--- config.mk ---
export PLATFORM = sky130hd
export DESIGN_NAME = pulse_scan_sequencer
export DESIGN_NICKNAME = d
export VERILOG_FILES = /design/src/rtl/pulse_scan_sequencer.sv
export SDC_FILE = /design/constraint.sdc
export NUM_CORES = 1
export LEC_CHECK = 0
export ABC_AREA = 1
export BUFFER_PORTS_ARGS = -buffer_cell sky130_fd_sc_hd__buf_4
export CAP_MARGIN = 15
export CORE_UTILIZATION = 30
export CTS_CLUSTER_SIZE = 16
export DETAILED_ROUTE_END_ITERATION = 6
export PLACE_DENSITY = 0.58
export RECOVER_POWER = 50
export SLEW_MARGIN = 40
export SYNTH_ARGS = -nofsm -noshare
export SYNTH_HDL_FRONTEND = slang
export SYNTH_SLANG_ARGS = --single-unit
--- constraint.sdc ---
create_clock -name clk -period 4 [get_ports clk]
set_input_delay 0.2 -clock clk [delete_from_list [all_inputs] [get_ports clk]]
set_output_delay 0.2 -clock clk [all_outputs]
set_load 0.01 [all_outputs]
--- src/rtl/pulse_scan_sequencer.sv ---
`timescale 1ns/1ps
// Scan sequencer driving the fire_pulse/pulser_ready injector handshake and scoring returned halfstrip patterns.
// Define STOP_ON_ERROR_EN to stop at the first miss/wrong pulse and expose fail_distrip, fail_pattern, stop_err.
module pulse_scan_sequencer #(
  parameter int HS_TIMEOUT = 16,
  parameter int GAP_CYCLES = 4
) (
  input  logic        clk,
  input  logic        reset,
  input  logic        start,
  input  logic        abort,
  input  logic [15:0] num_pulses,
  input  logic [3:0]  distrip_first,
  input  logic [3:0]  distrip_last,
  input  logic        hs_sel,
  output logic        fire_pulse,
  input  logic        pulser_ready,
  input  logic [31:0] halfstrips,
  output logic [7:0]  distrip,
  output logic [31:0] halfstrips_expect,
  output logic        busy,
  output logic        done,
  output logic        hs_error,
  output logic [31:0] match_cnt,
  output logic [31:0] miss_cnt,
  output logic [31:0] wrong_cnt
`ifdef STOP_ON_ERROR_EN
  ,
  output logic [3:0]  fail_distrip,
  output logic [31:0] fail_pattern,
  output logic        stop_err
`endif
);

  localparam logic [3:0] S_IDLE     = 4'd0;
  localparam logic [3:0] S_WAIT_RDY = 4'd1;
  localparam logic [3:0] S_FIRE     = 4'd2;
  localparam logic [3:0] S_RELEASE  = 4'd3;
  localparam logic [3:0] S_CHECK    = 4'd4;
  localparam logic [3:0] S_GAP      = 4'd5;
  localparam logic [3:0] S_NEXT     = 4'd6;
  localparam logic [3:0] S_DONE     = 4'd7;
  localparam logic [3:0] S_ERROR    = 4'd8;

  localparam int TO_W  = (HS_TIMEOUT > 1) ? $clog2(HS_TIMEOUT) : 1;
  localparam int GAP_W = (GAP_CYCLES > 1) ? $clog2(GAP_CYCLES) : 1;

  logic [3:0]       state;
  logic [3:0]       distrip_q;
  logic [3:0]       last_q;
  logic             single_q;
  logic             hs_sel_q;
  logic [15:0]      pulses_q;
  logic [15:0]      pulse_cnt;
  logic [TO_W-1:0]  to_cnt;
  logic [GAP_W-1:0] gap_cnt;
  logic [31:0]      capture;
  logic             captured;

  logic hit;
  logic to_expired;
  logic gap_over;
  logic last_pulse;
  logic last_distrip;
  logic is_match;

  function automatic logic [31:0] sat_inc(input logic [31:0] v);
    return (v == 32'hFFFF_FFFF) ? v : v + 32'd1;
  endfunction

  function automatic logic [31:0] onehot_hs(input logic [3:0] d, input logic s);
    return 32'd1 << {d, s};
  endfunction

  assign hit          = (halfstrips != 32'd0);
  // to_cnt holds cycles already waited; the current cycle is number to_cnt+1.
  assign to_expired   = (int'(to_cnt) + 1 >= HS_TIMEOUT);
  assign gap_over     = (int'(gap_cnt) + 1 >= GAP_CYCLES);
  assign last_pulse   = (pulse_cnt + 16'd1 == pulses_q);
  assign last_distrip = single_q || (distrip_q == last_q);
  assign is_match     = captured && (capture == halfstrips_expect);

  assign fire_pulse = (state == S_FIRE);
  assign busy       = (state != S_IDLE);
  assign done       = (state == S_DONE) || (state == S_ERROR);
  assign distrip    = {4'd0, distrip_q};

  // NOTE: all state below uses non-blocking assignments so every register samples pre-edge values.
  always_ff @(posedge clk) begin
    if (reset) begin
      state             <= S_IDLE;
      distrip_q         <= 4'd0;
      last_q            <= 4'd0;
      single_q          <= 1'b0;
      hs_sel_q          <= 1'b0;
      pulses_q          <= 16'd1;
      pulse_cnt         <= 16'd0;
      to_cnt            <= '0;
      gap_cnt           <= '0;
      capture           <= 32'd0;
      captured          <= 1'b0;
      halfstrips_expect <= 32'd1;
      hs_error          <= 1'b0;
      match_cnt         <= 32'd0;
      miss_cnt          <= 32'd0;
      wrong_cnt         <= 32'd0;
`ifdef STOP_ON_ERROR_EN
      fail_distrip      <= 4'd0;
      fail_pattern      <= 32'd0;
      stop_err          <= 1'b0;
`endif
    end else if (abort) begin
      // Abort outranks every transition and leaves the counters readable.
      state <= S_IDLE;
    end else begin
      if ((state == S_FIRE || state == S_RELEASE) && !captured && hit) begin
        capture  <= halfstrips;
        captured <= 1'b1;
      end

      case (state)
        S_IDLE: begin
          if (start) begin
            match_cnt         <= 32'd0;
            miss_cnt          <= 32'd0;
            wrong_cnt         <= 32'd0;
            hs_error          <= 1'b0;
            distrip_q         <= distrip_first;
            last_q            <= distrip_last;
            single_q          <= (distrip_last < distrip_first);
            hs_sel_q          <= hs_sel;
            pulses_q          <= (num_pulses == 16'd0) ? 16'd1 : num_pulses;
            pulse_cnt         <= 16'd0;
            halfstrips_expect <= onehot_hs(distrip_first, hs_sel);
`ifdef STOP_ON_ERROR_EN
            stop_err          <= 1'b0;
`endif
            state             <= S_WAIT_RDY;
          end
        end

        S_WAIT_RDY: begin
          if (pulser_ready) begin
            capture  <= 32'd0;
            captured <= 1'b0;
            to_cnt   <= '0;
            state    <= S_FIRE;
          end
        end

        S_FIRE: begin
          if (!pulser_ready) begin
            to_cnt <= '0;
            state  <= S_RELEASE;
          end else if (to_expired) begin
            hs_error <= 1'b1;
            state    <= S_ERROR;
          end else begin
            to_cnt <= to_cnt + 1'b1;
          end
        end

        S_RELEASE: begin
          if (pulser_ready) begin
            state <= S_CHECK;
          end else if (to_expired) begin
            hs_error <= 1'b1;
            state    <= S_ERROR;
          end else begin
            to_cnt <= to_cnt + 1'b1;
          end
        end

        S_CHECK: begin
          if (!captured)     miss_cnt  <= sat_inc(miss_cnt);
          else if (is_match) match_cnt <= sat_inc(match_cnt);
          else               wrong_cnt <= sat_inc(wrong_cnt);
          gap_cnt <= '0;
          state   <= S_GAP;
`ifdef STOP_ON_ERROR_EN
          if (!is_match) begin
            fail_distrip <= distrip_q;
            fail_pattern <= capture;
            stop_err     <= 1'b1;
            state        <= S_DONE;
          end
`endif
        end

        S_GAP: begin
          if (gap_over) state <= S_NEXT;
          else          gap_cnt <= gap_cnt + 1'b1;
        end

        S_NEXT: begin
          if (last_pulse) begin
            pulse_cnt <= 16'd0;
            if (last_distrip) begin
              state <= S_DONE;
            end else begin
              distrip_q         <= distrip_q + 4'd1;
              halfstrips_expect <= onehot_hs(distrip_q + 4'd1, hs_sel_q);
              state             <= S_WAIT_RDY;
            end
          end else begin
            pulse_cnt <= pulse_cnt + 16'd1;
            state     <= S_WAIT_RDY;
          end
        end

        S_DONE:  state <= S_IDLE;
        S_ERROR: state <= S_IDLE;
        default: state <= S_IDLE;
      endcase
    end
  end

endmodule

==> impl_results.md, run 1 <==
- Outcome: finished, final reports clean
- Nets: 2287
- Routed Antenna Nets: 0
- Mapped cell area: 0.01311 mm2
- Vias in the first global route: 13130
- Sequential-to-total area share from yosys stat: 32.69%
- Worst-skew pair later-pin latency: 0.55 ns
- Area leader, netlist: dfxtp_1
- DPL Wire Length: 31820 um
- Synthesized-area fraction occupied by adder cells: 0.9547%
- Post-route insts no fill: 2820
- Resize count post-CTS: 0
- RSZ-0062 raised after global routing: no
- Post-synth EDFFs: 0
- Largest net degree at the start of global routing: 64
- Post-synthesis cell type count: 54
- Synth Area in Compound Gates: 10.43%
- Post-Synth Simple-Gate Area: 40.75%
- Worst r2r src: state[0]
- Detailed Routing Iterations Pass 1: 5
- Peak VDD IR: 0.2764 mV
- N_diodes: 0
- Total CTS buffers: 27
- Synth Area in XOR/XNOR: 5.518%
- Synth Flop Type: dfxtp_1
- Post-CTS setup buffers: 0
- Critical path endpoint: miss_cnt[8]
- Largest family of logic cells by synthesized area: simple AND/OR/NAND/NOR gates
- Final GP Congestion: 0.9325
- Setup TNS: 0 ns
- Most frequent cell after synthesis: nand2_1
- R2R Path End: miss_cnt[8]
- Clock Path Buffers: 3
- CTS tree: done
- WL final: 43720 um
- Reg2reg setup slack: 0.85 ns
- Clock sink total: 214
- IO buf count: 197
- Reg2reg path depth: 12
- Critical Path Start: state[0]
- Core area: 0.04308 mm2
- Max transition margin: 8.690%
- Root Buffer: clkbuf_16
- Final Setup Violations: 0
- Seq cells post-synth: 214
- Cell Pwr Density: 323.1 mW/mm2
- Share of layout cells above drive strength 1: 8.814%
- CTS HTree Levels: 1
- First-pass GRT wire length: 69680 um
- CP arrival: 3.64 ns
- Tightest Pin Transition: 1.370 ns
- Slew Limit Fails: 0
- Top cells by count, synth: nand2_1 (468), nor2_1 (241), nand3_1 (227), dfxtp_1 (214), inv_1 (211)
- Critical path required time: 4.49 ns
- Core Rows: 76
- Die W: 211.0 um
- DR WL/cell: 15.50 um
- Grt ovf: 0
- Die area: 0.04452 mm2
- Mapped Cells: 2039
- Post-route clock period utilization: 78.87%
- I/O pin count: 202
- Worst hold margin: 0.05124 ns
- CTS Hold Buffers Added: 22
- Hold Crit Class: input port to flip-flop
- Clk_skew: 0.01309 ns
- Post-synthesis mux area share: 0%
- Initial antenna violation count: 0
- Vias/cell: 4.985
- Placed cells: 2749
- Setup CP Type: flip-flop to flip-flop
- Critical path endpoint category: flip-flop
- Yosys top cell area share: 32.69%
- Starting density of the core: 30.42%
- Final hold violation count: 0
- Static Leak: 5.475 nW
- Crit Path Max Fanout: 27
- Die H: 211.0 um
- Tmin final: 3.155 ns
- Total of max-cap violations: 0
- DRC Markers: 0
- Area Overhead vs Synth: 18.67%
- Clock slew at reported path FFs: 0.06 ns
- Yosys warnings: 0
- Startpoint Class: flip-flop
- Post-synth ARST share: 0%
- Syn avg cell area: 6.427 um2
- Filler cell count: 4784
- Highest clock rate: 317.0 MHz
- Drt first-iter violations: 989
- Via Count: 14060
- Synth area leaders: dfxtp_1 (33%), nand2_1 (13%), nand3_1 (8.7%), nor2_1 (6.9%), inv_1 (6.0%)
- Aggregate global-route resource usage: 19.23%
-- registers in the layout, summed over array words and instances (netlist names) --
name / cells
state: 4
gap_cnt: 2
wrong_cnt: 32
capture: 32
to_cnt: 4
pulses_q: 16
hs_sel_q: 1
captured: 1
miss_cnt: 32
pulse_cnt: 16
last_q: 4
distrip_q: 4
match_cnt: 32
hs_error: 1
halfstrips_expect: 32
single_q: 1
-- per-layer routing --
layer | up-vias | share of wire, % | global-route usage (%) | wire length, um
met1 | 6494 | 46 | 26.16 | 20090
li1 | 7065 | - | - | -
met5 | - | 0 | 0 | 0
met2 | 442 | 46 | 31.62 | 19980
met3 | 56 | 6.1 | 2.869 | 2686
met4 | 0 | 2.2 | 4.973 | 964
-- critical path, stage by stage, from the launching register on --
cell	delay (ns)
dfxtp_1	0.35
nor2_1	0.22
inv_2	0.08
nor2_1	0.18
inv_2	0.08
or2_4	0.24
nand2_1	0.16
nor2_2	0.09
nand2_2	0.21
nand2_2	0.43
inv_2	0.55
o21ai_0	0.23
o21ba_2	0.27
-- through the flow --
step | setup WS, ns | utilization, % | power, mW | cell area (um2)
3_3_place_gp | 0.9224 | 34.87 | 2.773 | 15020
3_5_place_dp | 0.9000 | 34.87 | 2.777 | 15020
5_1_grt | 0.5705 | 36.10 | 5.240 | 15550
6_report | 0.8451 | 36.10 | 5.024 | 15550
4_1_cts | 0.8664 | 37.30 | 5.107 | 16070
2_1_floorplan | 1.953 | - | 2.590 | 13120
-- cells in the final DEF (no fill, tap or decap), types with 22 or more instances in the layout --
cell type / n
nand2_1: 469
nor3_1: 69
buf_4: 75
inv_1: 209
clkbuf_16: 27
dfxtp_1: 214
nor2_1: 240
dlygate4sd3_1: 22
nand4_1: 80
xor2_1: 51
xnor2_1: 29
nand3_1: 227
nor4_1: 23
o21ai_0: 42
a21oi_1: 155
clkbuf_1: 140
-- cell families (layout without fill, tap and decap cells) --
family          after synthesis  in the layout
other cells                   1              4
xor+xnor                     81             81
fa+ha+maj                    10             10
flops                       214            214
buf+inv                     312            505
simple gates               1176           1176
compound gates              245            245
-- report_power, final --
group	switching (mW)	total [mW]	internal [mW]
Sequential	0.0448	2.22	2.17
Combinational	0.344	0.518	0.174
Clock	0.977	2.29	1.31
Total	1.37	5.02	3.66
-- worst min-delay path by stage --
stage | depth (start not counted) | slack, ns | end | from
floorplan | 2 | 0.31 | pulses_q[12] | num_pulses[12]
global placement | 3 | 0.42 | pulses_q[12] | num_pulses[12]
detailed placement | 3 | 0.42 | pulses_q[14] | num_pulses[14]
CTS | 2 | 0.03 | pulse_cnt[4] | reset
global route | 4 | 0.07 | capture[12] | halfstrips[12]
finish | 4 | 0.05 | capture[10] | halfstrips[10]
-- cell type report --
cell class	count	area (um2)	area share, %
tap	585	732.0	4.706
clock buffer	36	749.5	4.819
sequential	214	4284	27.55
inverter	221	829.5	5.334
multi-input combinational	1516	7575	48.70
timing repair buffer	235	1305	8.391
clock inverter	13	77.57	0.4988
Note: power is estimated with default switching activity, not from simulation.
==> run 2: changes to the inputs <==
ABC_AREA = 0   (was 1)
clock period = 3.2 ns   (was 4 ns; I/O delays follow)
==> run 2 against run 1 <==
Against the previous run: total power up 34%; sequential cell count unchanged; clock skew up 0.014 ns; core utilization up 2.4 points; die area down 15%; critical path depth down 4; non-clock buffer count up 52; combinational power up 6.8%; global-route usage down 1.7 points; sequential share of layout area up 2.9 points; critical path type unchanged; critical endpoint is now match_cnt[5].
==> impl_results.md, run 2 <==
- Starting density of the core: 30.42% (about the same)
- CP arrival: 3.33 ns (-0.31 ns)
- Root Buffer: clkbuf_16
- Tmin final: 2.863 ns (-0.2922 ns)
- P_int: 5.095 mW (+39%)
- Aggregate global-route resource usage: 17.57% (-1.7 points)
- Total CTS buffers: 26 (-3.7%)
- Core Rows: 70 (-7.9%)
- Seq cells post-synth: 214 (unchanged)
- Met2 Use GR: 29.52% (-2.1 points)
- Psw: 1.619 mW (+19%)
- Routed Antenna Nets: 0 (unchanged)
- Crit-path max cell delay: 0.49 ns (-0.06 ns)
- Comb pwr share: 8.2% (-2.1 points)
- Yosys warnings: 0 (unchanged)
- Critical path endpoint category: flip-flop
- Post-synthesis mux area share: 5.440% (+5.4 points)
- Critical Path Stages: 8 (-4)
- Yosys top cell area share: 38.56% (+5.9 points)
- Post-synth EDFFs: 0 (unchanged)
- Synth Area in Compound Gates: 14.01% (+3.6 points)
- Clock Path Buffers: 3 (unchanged)
- Hold path depth: 4 (unchanged)
- Critical path endpoint: match_cnt[5]
- DPL Wire Length: 24330 um (-24%)
- Most frequent cell after synthesis: dfxtp_1
- Post-CTS setup buffers: 0 (unchanged)
- Cell Pwr Density: 476.8 mW/mm2 (+48%)
- Post-Synth Simple-Gate Area: 28.66% (-12 points)
- I/O pin count: 202 (unchanged)
- Synth area leaders: dfxtp_1 (39%), xnor2_1 (5.1%), mux2i_1 (4.9%), nand2_1 (4.7%), nor2_1 (4.0%)
- Synth Flop Type: dfxtp_1
- Area leader, netlist: dfxtp_1
- CTS tree: done
- Via Count: 10670 (-24%)
- Worst-skew pair later-pin latency: 0.54 ns (about the same)
- Final Setup Violations: 0 (unchanged)
- Total of max-cap violations: 0 (unchanged)
- Reg area: 0.004284 mm2 (unchanged)
- Area of the multi-input gates: 0.006274 mm2 (-17%)
- Clk_skew: 0.02672 ns (+0.01363 ns)
- Detailed Routing Iterations Pass 1: 5 (unchanged)
- Filler cell count: 3794 (-21%)
- Worst r2r src: halfstrips_expect[9]
- CP bufs+invs: 1 (-2)
- Worst hold margin: 0.06008 ns (+0.008839 ns)
- Static Leak: 4.773 nW (-13%)
- Largest delay share family, worst path: simple AND/OR/NAND/NOR gates
- Vias/cell: 5.202 (+4.4%)
- IO buf count: 197 (unchanged)
- Mapped cell area: 0.01111 mm2 (-15%)
- Drt first-iter violations: 552 (-44%)
- Resize count post-CTS: 0 (unchanged)
- Tightest Pin Transition: 1.056 ns (-0.3132 ns)
- Total power: 6.714 mW (+34%)
- Nets: 1634 (-29%)
- Met1 usage: 22.47% (-3.7 points)
- Final instance area: 0.01408 mm2 (-9.5%)
- Startpoint Class: flip-flop
- Reg2reg path depth: 8 (-4)
- Most frequent cells in the layout: dfxtp_1 (214), nand2_1 (138), clkbuf_1 (138)
- CP Cell Sequence: xnor2_1 -> nand4_1 -> nor4_1 -> nand4_2 -> a21bo_2 -> buf_12 -> or4_1 -> a21oi_1
- First-pass GRT wire length: 54530 um (-22%)
- Final GP Congestion: 0.8758 (-6.1%)
- DRC Markers: 0 (unchanged)
- Post-route clock period utilization: 89.46% (+11 points)
- Max transition margin: 28.92% (+20 points)
- Synthesized-area fraction occupied by adder cells: 1.126% (+0.17 points)
- DR WL/cell: 16.77 um (+8.2%)
- Syn avg cell area: 8.384 um2 (+30%)
- Hold Crit Start: pulser_ready
- Clock slew at reported path FFs: 0.06 ns (about the same)
- RSZ-0062 raised after global routing: no
- WL final: 34400 um (-21%)
- Switching Fraction: 24.12% (-3.1 points)
- Register share of total power: 40.6% (-3.5 points)
- Vias in the first global route: 10160 (-23%)
- Dpl cell area: 0.01307 mm2 (-13%)
- Share of layout cells above drive strength 1: 11.63% (+2.8 points)
- Hold Crit Class: input port to flip-flop
- Commonest non-fill, non-tap cell in the layout: dfxtp_1
- Clk pwr share: 51.2% (+5.6 points)
- Top cells by count, synth: dfxtp_1 (214), nand2_1 (138), nor2_1 (117), a21oi_1 (71), xnor2_1 (65)
- Die H: 194.4 um (-7.9%)
- Critical path required time: 3.67 ns (-0.82 ns)
- Mapped Cells: 1325 (-35%)
- Crit Path Max Fanout: 57 (+110%)
- CTS HTree Levels: 1 (unchanged)
- Setup CP Type: flip-flop to flip-flop
- Crit-path slowest cell: or4_1
- Slew Limit Fails: 0 (unchanged)
- Top Usage Layer GRT: met2
- Grt met3 use: 3.765% (+0.90 points)
- R2R Path End: match_cnt[5]
- Final hold violation count: 0 (unchanged)
- Reg2reg setup slack: 0.34 ns (-0.51 ns)
- Die area: 0.03781 mm2 (-15%)
- Grt ovf: 0 (unchanged)
- Post-synth ARST share: 0% (unchanged)
- Outcome: finished, final reports clean
- Highest clock rate: 349.3 MHz (+10%)
- Post-synthesis cell type count: 80 (+48%)
- Critical Path Start: halfstrips_expect[9]
- Largest net degree at the start of global routing: 58 (-9.4%)
- Sequential-to-total area share from yosys stat: 38.56% (+5.9 points)
- Largest family of logic cells by synthesized area: simple AND/OR/NAND/NOR gates
- Die W: 194.4 um (-7.9%)
- Initial antenna violation count: 1 (+1)
- Setup TNS: 0 ns (unchanged)
- Synth Area in XOR/XNOR: 7.095% (+1.6 points)
- Clock sink total: 214 (unchanged)
- Peak VDD IR: 0.4417 mV (+60%)
- Core area: 0.03652 mm2 (-15%)
- Area Overhead vs Synth: 26.74%
==> run 2: final cells by class <==
| class | count | share of cell area (%) |
|---|---|---|
| multi-input combinational | 995 | 44.56 |
| sequential | 214 | 30.43 |
| timing repair buffer | 287 | 12.68 |
| clock buffer | 31 | 5.039 |
| tap | 468 | 4.159 |
| clock inverter | 17 | 2.106 |
| inverter | 38 | 1.013 |
| antenna | 1 | 0.01777 |
==> run 2: how the worst min path moves through the flow <==
| stage | end |
|---|---|
| floorplan | pulses_q[12] |
| finish | state[3] |
| global placement | pulses_q[12] |
| detailed placement | pulses_q[14] |
| CTS | state[3] |
| global route | state[3] |
==> run 2: power groups by stage <==
stage	logic (mW)	registers, mW	clock network, mW
after floorplan	0.333	2.78	0
after global placement	0.506	2.79	0
after detailed placement	0.507	2.79	0
after CTS	0.563	2.73	3.52
after global routing	0.601	2.73	3.62
final	0.553	2.73	3.43
==> run 2: repair_timing <==
| item | CTS | global route |
|---|---|---|
| endpoints found under the hold margin | 54 | 0 |
| hold buffers | 54 | 0 |
| endpoints found under the setup margin | 0 | 0 |
==> run 2: cells by family after synthesis <==
logic type / Yosys count
and+or+nand+nor: 597
adders and majority gates: 10
muxes: 59
DFF: 214
xor gates and xnor gates: 90
buffers and inverters: 119
other: 1
AOI/OAI and AO/OA: 235
==> run 2: layer usage <==
layer / up-vias / part of all wire [%]
met5: - / 0
met4: 0 / 2.3
met3: 52 / 6.2
met2: 328 / 46
met1: 5047 / 45
li1: 5242 / -
==> run 2: per-stage QoR <==
step	setup WS, ns	instances	util (%)
floorplan	0.7396	1328	-
global placement	0.3640	1948	35.79
detailed placement	0.3764	1948	35.79
CTS	0.3750	2050	40.02
global route	0.08203	2050	38.54
finish	0.3372	2051	38.55
==> run 2: tightest hold or removal path, stage by stage <==
cell	delay (ns)
buf_4	0.13
xor2_1	0.07
a21oi_1	0.14
nor3_1	0.06
